--- config.mk ---
export PLATFORM = sky130hd
export DESIGN_NAME = add_arb
export DESIGN_NICKNAME = d
export VERILOG_FILES = /design/src/rtl/add_arb.sv
export SDC_FILE = /design/constraint.sdc
export NUM_CORES = 1
export LEC_CHECK = 0
export BUFFER_PORTS_ARGS = -buffer_cell sky130_fd_sc_hd__clkbuf_2
export CAP_MARGIN = 20
export CORE_ASPECT_RATIO = 0.8
export CORE_MARGIN = 1.5
export CORE_UTILIZATION = 25
export CTS_CLUSTER_DIAMETER = 80
export DETAILED_ROUTE_END_ITERATION = 8
export PLACE_DENSITY = 0.46
export SLEW_MARGIN = 25
export SYNTH_ARGS = -nofsm -noshare
export SYNTH_HDL_FRONTEND = slang
export SYNTH_SLANG_ARGS = --single-unit
--- constraint.sdc ---
create_clock -name clk -period 3.44 [get_ports clk]
set_clock_uncertainty 0.05 [all_clocks]
set_input_delay 0.516 -clock clk [delete_from_list [all_inputs] [get_ports clk]]
set_output_delay 0.516 -clock clk [all_outputs]
set_load 0.05 [all_outputs]
--- src/rtl/add_arb.sv ---
// add_arb -- four-requester round-robin arbiter in front of a three-stage
// pipelined adder. The adder is split into an LSB segment and an MSB segment.
//
// Ports
//   clk        : clock. All state changes on its rising edge.
//   rst_n      : synchronous reset, active low.
//   req_valid  : [NREQ]  per-requester operand valid.
//   req_ready  : [NREQ]  per-requester accept. It is combinational and
//                         one-hot or zero.
//   x_in, y_in : [NREQ*WIDTH]  packed operands. Requester i is at [i*WIDTH +: WIDTH].
//   sum_out    : [WIDTH] registered (X+Y) mod 2^WIDTH.
//   sum_id     : [2]     index of the requester that owns sum_out.
//   sum_valid  : sum_out and sum_id are valid.
//   sum_ready  : consumer accepts the result when sum_valid is high.
//   busy       : any pipeline stage holds a valid operation.
//
// Pipeline: S0 holds the operands, S1 holds the split partial sums, and
// S2 is the output register. All stages advance together on
// adv = !sum_valid || sum_ready. When adv is low, the whole pipe freezes.

// Per-requester grant lane. It decides whether this requester wins the
// round-robin search, and if so it places its operands on the shared
// AND-OR mux.
module add_arb_lane #(
    parameter int WIDTH = 15,
    parameter int NREQ  = 4,
    parameter int LANE  = 0
) (
    input  logic [1:0]       lp,     // last granted requester
    input  logic [NREQ-1:0]  rot,    // req_valid rotated so bit r = priority rank r
    input  logic             valid,
    input  logic [WIDTH-1:0] x,
    input  logic [WIDTH-1:0] y,
    output logic             win,
    output logic [WIDTH-1:0] x_sel,
    output logic [WIDTH-1:0] y_sel
);
    localparam logic [1:0] IDX = 2'(LANE);

    logic [1:0]      rank;
    logic [NREQ-1:0] higher;

    // Rank 0 is the requester right after lp. This lane wins only when
    // no requester with a lower rank is asking.
    assign rank   = IDX - lp - 2'd1;
    assign higher = (NREQ'(1) << rank) - NREQ'(1);
    assign win    = valid && ((rot & higher) == '0);
    assign x_sel  = win ? x : '0;
    assign y_sel  = win ? y : '0;
endmodule

module add_arb #(
    parameter int WIDTH  = 15,
    parameter int WIDTH1 = 7,
    parameter int WIDTH2 = 8,
    parameter int NREQ   = 4
) (
    input  logic                    clk,
    input  logic                    rst_n,
    input  logic [NREQ-1:0]         req_valid,
    output logic [NREQ-1:0]         req_ready,
    input  logic [NREQ*WIDTH-1:0]   x_in,
    input  logic [NREQ*WIDTH-1:0]   y_in,
    output logic [WIDTH-1:0]        sum_out,
    output logic [1:0]              sum_id,
    output logic                    sum_valid,
    input  logic                    sum_ready,
    output logic                    busy
);
    localparam int STAGES = 2;

    typedef struct packed {
        logic [WIDTH-1:0] x;
        logic [WIDTH-1:0] y;
        logic [1:0]       id;
    } s0_t;

    typedef struct packed {
        logic [WIDTH2-1:0] msb;    // MSB segment sum with carry-in 0
        logic              carry;  // LSB segment carry-out
        logic [WIDTH1-1:0] lsb;
        logic [1:0]        id;
    } s1_t;

    // vld_pipe[0] = S0, vld_pipe[1] = S1, vld_pipe[2] = output stage
    logic [STAGES:0]                vld_pipe;
    logic [1:0]                     lp;
    logic                           adv;
    logic                           accept;
    logic [1:0]                     gid;
    logic [NREQ-1:0]                rot;
    logic [NREQ-1:0]                win;
    logic [NREQ-1:0][WIDTH-1:0]     x_sel;
    logic [NREQ-1:0][WIDTH-1:0]     y_sel;
    logic [WIDTH-1:0]               x_g;
    logic [WIDTH-1:0]               y_g;
    logic [WIDTH1:0]                lsb_full;
    s0_t                            s0;
    s1_t                            s1;

    assign sum_valid = vld_pipe[STAGES];
    assign busy      = |vld_pipe;
    assign adv       = !sum_valid || sum_ready;

    // Rotate the requests so that rot[0] is the first candidate after lp.
    always_comb begin
        rot = '0;
        for (int r = 0; r < NREQ; r++)
            rot[r] = req_valid[lp + 2'(r) + 2'd1];
    end

    for (genvar i = 0; i < NREQ; i++) begin : g_lane
        add_arb_lane #(
            .WIDTH (WIDTH),
            .NREQ  (NREQ),
            .LANE  (i)
        ) u_lane (
            .lp    (lp),
            .rot   (rot),
            .valid (req_valid[i]),
            .x     (x_in[i*WIDTH +: WIDTH]),
            .y     (y_in[i*WIDTH +: WIDTH]),
            .win   (win[i]),
            .x_sel (x_sel[i]),
            .y_sel (y_sel[i])
        );
    end

    // At most one lane wins, so OR-ing the gated operands acts as the mux.
    always_comb begin
        x_g = '0;
        y_g = '0;
        gid = '0;
        for (int i = 0; i < NREQ; i++) begin
            x_g = x_g | x_sel[i];
            y_g = y_g | y_sel[i];
            if (win[i])
                gid = 2'(i);
        end
    end

    // The grant is offered only when the pipe can move and the block is
    // out of reset.
    assign req_ready = (rst_n && adv) ? win : '0;
    assign accept    = |req_ready;

    // LSB segment add. It is one bit wider so that the carry-out is kept
    // for the output stage.
    assign lsb_full = {1'b0, s0.x[WIDTH1-1:0]} + {1'b0, s0.y[WIDTH1-1:0]};

    // Control and output registers. These are the only registers that
    // are cleared on reset.
    always_ff @(posedge clk) begin
        if (!rst_n) begin
            vld_pipe <= '0;
            sum_out  <= '0;
            sum_id   <= '0;
            lp       <= 2'd3;
        end else begin
            if (accept)
                lp <= gid;
            if (adv) begin
                vld_pipe <= {vld_pipe[STAGES-1:0], accept};
                // The LSB carry enters the MSB segment only here. The MSB
                // carry-out falls off the top, so the sum wraps.
                sum_out  <= {s1.msb + WIDTH2'(s1.carry), s1.lsb};
                sum_id   <= s1.id;
            end
        end
    end

    // Datapath stages. They move with the pipe, bubbles included, and
    // need no reset because the valid bits qualify them.
    always_ff @(posedge clk) begin
        if (adv) begin
            s0.x     <= x_g;
            s0.y     <= y_g;
            s0.id    <= gid;
            s1.lsb   <= lsb_full[WIDTH1-1:0];
            s1.carry <= lsb_full[WIDTH1];
            s1.msb   <= s0.x[WIDTH-1:WIDTH1] + s0.y[WIDTH-1:WIDTH1];
            s1.id    <= s0.id;
        end
    end
endmodule

# --- After elaboration in Yosys (flattened, before gate mapping) ---
# Cells that the tools add are included.
totals:
  wordCells: 83
  inputBits: 127
  reg_bits: 72
  out_inout_bits: 23
op_classes:
  magnitude_cmp: 4
  muxes: 20
  n_reduce_logical: 13
  addsub: 21
  bitwise: 10
  shifts: 4
op_table:
  columns: ["operator", "n"]
  rows:
  - ["15-bit 2-to-1 mux", 8]
  - ["15-bit OR", 6]
  - ["4-bit AND", 4]
  - ["4-bit zero test", 4]
  - ["1-bit by 2-bit left shift with 4-bit output, first input constant", 4]
  - ["4-bit by 2-bit subtractor with 4-bit output, second input constant", 4]
  - ["2-bit by 3-bit less-than comparator with 1-bit output, second input constant", 4]
  - ["2-bit by 1-bit adder with 2-bit output, second input constant", 4]
  - ["7-bit by 7-bit adder with 8-bit output", 1]
  - ["8-bit by 1-bit adder with 8-bit output", 1]
  - ["8-bit adder", 1]
  - ["1-bit binary-select mux with 2-bit select", 4]
  - ["2-bit by 1-bit subtractor with 2-bit output, second input constant", 4]
  - ["1-bit logical AND", 5]
  - ["1-bit 2-to-1 mux", 5]
  - ["2-bit adder, second input constant", 2]
  - ["2-bit 2-to-1 mux", 2]
  - ["4-bit 2-to-1 mux", 1]
  - ["4-bit OR reduction", 1]
  - ["1-bit by 2-bit subtractor with 2-bit output, first input constant", 2]
  - ["2-bit subtractor, first input constant", 2]
  - ["3-bit OR reduction", 1]
  - ["1-bit zero test", 1]
  - ["1-bit logical OR", 1]

# --- Depth between registers and ports, before layout ---
logic_depth:
  depth_word: 11
  ltp_mapped: 12

# --- Cells and area by module ---
# From an unflattened synthesis, not the netlist that was laid out.
unflattened:
  cells_unflattened: 479
  area_unflattened_um2: 4986.0
by_module_without_submodules:
  columns: ["mod", "area_per_inst_um2", "cells_per_inst", "n_inst"]
  rows:
  - ["add_arb", 3331.9, 268, 1]
  - ["add_arb_lane at g_lane[2].u_lane", 513.0, 74, 1]
  - ["add_arb_lane at g_lane[0].u_lane", 491.7, 42, 1]
  - ["add_arb_lane at g_lane[1].u_lane", 326.6, 48, 1]
  - ["add_arb_lane at g_lane[3].u_lane", 322.8, 47, 1]

# --- Worst setup path after synthesis ---
# No wires, ideal clock.
synth_path:
  kind: "reg2out"
  from: "register lp[0]"
  to: "output port req_ready[2]"
  slack_ps: -582
  path_stages_with_launch: 13
  t_arrival_ps: 3456
  cell_sequence: "dfxtp_1 buf_2 inv_1 ha_1 buf_2 mux2i_1 mux2i_1 a22oi_1 and3_1 clkbuf_1 buf_2 inv_1 nor3_1"
synth_via:
  elab_chain_len: 8
  word_cells_on_any_way: 22
synth_lines:
  columns: ["item", "line", "source"]
  rows:
  - ["start: declaration", "87", "logic [1:0] lp;"]
  - ["start signal: assignment", "161", "lp <= gid;"]
  - ["2-bit subtractor, or another cell as far along", "45", "assign rank = IDX - lp - 2'd1;"]
  - ["2-bit by 1-bit subtractor with 2-bit output / 2-bit by 1-bit adder with 2-bit output (equally long branches)", "45, 109", null]
  - ["1-bit by 2-bit left shift with 4-bit output / 1-bit binary-select mux with 2-bit select (equally long branches)", "46, 109", null]
  - ["4-bit by 2-bit subtractor with 4-bit output / 1-bit 2-to-1 mux (equally long branches)", "46, 109", null]
  - ["4-bit AND (*)", "47", "assign win = valid && ((rot & higher) == '0);"]
  - ["4-bit zero test (*)", "47", null]
  - ["1-bit logical AND (*)", "47", null]
  - ["4-bit 2-to-1 mux (*)", "144", "assign req_ready = (rst_n && adv) ? win : '0;"]
  - ["end: declaration", "61", "output logic [NREQ-1:0] req_ready,"]
# Every way passes the cells marked *; elsewhere a longest branch is shown, timed or not. The select of a mux whose other input is x is not followed.

# --- Final worst setup path ---
layout_path:
  from: "register lp[0]"
  to: "output port req_ready[1]"
layout_via:
  elab_chain_len: 8
  word_cells_on_any_way: 22
layout_lines:
  columns: ["item", "line"]
  rows:
  - ["1-bit by 2-bit subtractor with 2-bit output, or another cell as far along", "45"]
  - ["2-bit by 1-bit subtractor with 2-bit output / 2-bit by 1-bit adder with 2-bit output (equally long branches)", "45, 109"]
  - ["1-bit by 2-bit left shift with 4-bit output / 1-bit binary-select mux with 2-bit select (equally long branches)", "46, 109"]
  - ["4-bit by 2-bit subtractor with 4-bit output / 1-bit 2-to-1 mux (equally long branches)", "46, 109"]
  - ["4-bit AND (*)", "47"]
  - ["4-bit zero test (*)", "47"]
  - ["1-bit logical AND (*)", "47"]
  - ["4-bit 2-to-1 mux (*)", "144"]
# Marked as above.

==> flow_metrics.py <==
metrics = {
    "status": {
        "run_status": "completed",
    },
    "critical_path": {
        "startpoint_type": "register",
        "rrSetupSlack_ns": 0.56,
        "crit_type": "reg2out",
        "crit_path_end_kind": "output pin",
        "required_ns": 2.87,
        "crit_family": "simple AND/OR/NAND/NOR gates",
        "path_max_fanout": 9,
        "cp_slowest_stage_delay_ns": 0.48,
        "slowest_stage": "ha_2",
        "cp.arrival_ns": 2.65,
        "cp.buffers_inverters": 2,
        "cp_cell_sequence": "inv_1, ha_2, mux4_2, a21oi_1, o21ai_1, nor4b_4, and3_1, clkbuf_2",
    },
    "worst_hold_path": {
        "hold_path.class": "reg2reg",
    },
    "global_route": {
        "grt_pass1_wl_mm": 17.54,
        "grt-ovfl-total": 0,
        "gr-usage-all-layers_pct": 13.34,
        "antenna_found_initial": 0,
        "grt_max_degree": 81,
        "grt_pass1_vias": 3486,
    },
    "synthesis": {
        "async_flop_share_pct": 0,
        "yosysSeqAreaShare_pct": 48.20,
        "synth_area_leader_cell": "edfxtp_1",
        "synthCells": 395,
        "yosys_warnings": 0,
        "ys.flop_type": "edfxtp_1",
        "syn_area_sq_mm": 0.004029,
        "synth_top_cell_area_share_pct": 37.27,
        "synth_edf_count": 50,
        "ys_seq_elements": 72,
        "syn_nets": 548,
        "synthDistinctLibCells": 46,
        "ys_top_cells_by_area": "edfxtp_1 37%, dfxtp_1 11%, nand2_1 8.4%, a222oi_1 7.5%, ha_1 7.5%",
        "syn_avg_cell_area_sq_um": 10.20,
    },
    "sta": {
        "hold_ws_ns": 0.3689,
        "rsz0062_at_grt": "false",
        "layout_setup_ws_ns": 0.2232,
        "fin_setup_tns_ns": 0,
        "fin_crit_sh_pct": 93.51,
        "hold_viol": 0,
        "worst_pin_slew_ns": 0.9128,
        "finalCriticalPeriod_ns": 3.217,
        "fmax_ghz": 0.3109,
        "slew_violations": 0,
        "setup_viol": 0,
        "slew_headroom_pct": 39.15,
    },
    "power_and_ir_drop": {
        "p_clk_share_pct": 18.1,
        "vdd_drop_max_uv": 251.8,
        "p_leak_nw": 2.477,
        "sw_frac_of_total_pct": 39.81,
        "intPower_w": 0.002826,
        "sequentialPowerShare_pct": 34.2,
        "powerDensity_mw_per_mm2": 883.9,
        "p_switching_w": 0.001869,
        "combPwrFrac_pct": 47.7,
    },
    "cells_and_area": {
        "syn2layout_area_growth_pct": 31.83,
        "n_antenna_cell": 0,
        "num-nets-final": 692,
        "fillers": 1662,
        "drive_gt1_share_pct": 33.82,
    },
    "detailed_routing": {
        "ant_nets": 0,
        "drtIter0Drc": 249,
        "first_pass_iters": 7,
        "drt_wl_total_mm": 11.08,
        "vias_per_cell": 4.578,
        "route.detailed.drc": 0,
        "routedWlPerCell_um": 14.59,
        "vias": 3475,
    },
    "cts": {
        "cts_tree": "done",
        "insertion_delay_ns": 0.33,
        "clk_pin_slew_ns": 0.05,
        "clkSinkCount": 72,
        "postCtsHoldBufs": 0,
        "post_cts_buffers": 0,
        "numCtsBuffers": 9,
        "htree_levels": 3,
        "cts_root_buf": "clkbuf_16",
        "clk_path_buf_depth": 2,
    },
    "floorplanning": {
        "rows": 41,
        "coreArea_sq_mm": 0.01575,
        "die-area_sq_mm": 0.01689,
        "fp.dieH_um": 116.5,
        "start_util_pct": 25.58,
        "io-pin-count": 150,
        "die_w_um": 144.9,
    },
    "placement": {
        "gp_congestion": 0.9291,
        "port_buffers": 149,
        "post-place-ws_ns": 0.4769,
        "hpwl_mm": 8.405,
    },
    "run": {
        "max-cap-violations": 0,
    },
}
==> sequential cells by signal, summed over array words and instances, names as in the netlist <==
name	flops
sum_out	15
s0	32
s1	18
lp	2
sum_id	2
vld_pipe	3
==> per-stage QoR <==
| stage | std cells | utilization, % | cell area [sq um] | total power [W] |
|---|---|---|---|---|
| global route | 759 | 33.73 | 5311 | 0.005064 |
| CTS | 759 | 33.71 | 5309 | 0.004765 |
| global placement | 743 | 31.98 | 5036 | 0.003862 |
| detailed placement | 743 | 31.98 | 5036 | 0.003887 |
| floorplan | 395 | - | 4041 | 0.003267 |
| finish | 759 | 33.73 | 5311 | 0.004695 |
==> worst reg2reg max path, delay by kind of cell, from the launching register on <==
kind | cells | cell delay (ns)
fa+ha+maj | 1 | 0.48
simple gates | 1 | 0.31
flops | 1 | 0.32
buf+inv | 2 | 0.54
mux | 1 | 0.36
compound gates | 4 | 0.72
==> cell families (layout without fill, tap and decap cells) <==
kind of cell             count (synthesis)  in the layout  share of synthesized area, %
AO/OA/AOI/OAI                           88             88                         16.68
XOR/XNOR                                20             20                         4.348
adder cells (fa/ha/maj)                 26             26                         8.447
buffers and inverters                   46            195                         4.565
flip-flops                              72             72                         48.20
multiplexers                             9              9                         3.199
AND/OR/NAND/NOR                        134            134                         14.57
==> final timing paths <==
kind                  end  depth (start not counted)   from
min reg2reg         s1[1]                          0  s0[1]
max reg2reg         lp[1]                          9  lp[0]
min                 s1[1]                          0  s0[1]
max          req_ready[1]                          8  lp[0]
==> power groups by stage <==
stage                     Clock (W)  Sequential, W  Combinational, W
after global placement            0        0.00163           0.00224
after floorplan                   0        0.00182           0.00144
final                      0.000847        0.00161           0.00224
after CTS                  0.000881        0.00162           0.00227
after global routing       0.000915        0.00165           0.00250
after detailed placement          0        0.00163           0.00225
==> placed cells by master (no fill, tap or decap), types with 2 or more instances in the layout <==
master,synthesis,routed
a211oi_1,8,8
o21ai_1,2,2
nor2_1,18,18
o21ai_0,7,7
clkbuf_2,0,148
a21oi_1,22,22
ha_1,24,23
mux4_2,3,3
nor2b_1,4,4
buf_4,0,8
nand2b_1,2,2
xor2_1,6,6
and3_1,6,5
clkinvlp_4,0,4
nor3b_1,3,3
mux2i_1,5,5
a222oi_1,30,30
a21o_1,3,3
nand2_1,90,90
a21boi_0,3,3
o21a_1,2,2
edfxtp_1,50,50
fa_1,2,2
xnor2_1,14,14
nor3_4,0,2
nand3_1,3,3
clkbuf_16,0,9
inv_1,21,21
dfxtp_1,22,22
==> layout make-up <==
class                           instances  area [sq um]  area share (%)
Sequential cell                        72          1942           36.56
Multi-Input combinational cell        277          1924           36.23
Timing Repair Buffer                  157         820.8           15.45
Tap cell                              215         269.0           5.065
Clock buffer                           10         229.0           4.311
Inverter                               22         82.58           1.555
Clock inverter                          6         43.79          0.8245
==> synthesized netlist by cell type, drive strengths merged, types with 6 or more instances <==
master  number
nand2       90
buf          9
o21ai        9
ha          24
inv         21
a222oi      30
xor2         6
clkbuf      15
and3         6
a21oi       22
xnor2       14
edfxtp      50
dfxtp       22
a211oi       8
nor2        18
==> routing by layer <==
layer | global-route usage [%] | up-vias | wire, um
met4 | 3.780 | 0 | 98
met1 | 16.43 | 1546 | 5073
met3 | 4.531 | 8 | 882
met2 | 22.42 | 172 | 5020
met5 | 0 | - | 0
li1 | - | 1749 | -
==> what timing repair did <==
action,CTS,global route
endpoints found under the setup margin,0,1
hold endpoints to repair,0,0
resized for setup,0,1
Power figures use the tool's default switching activity.
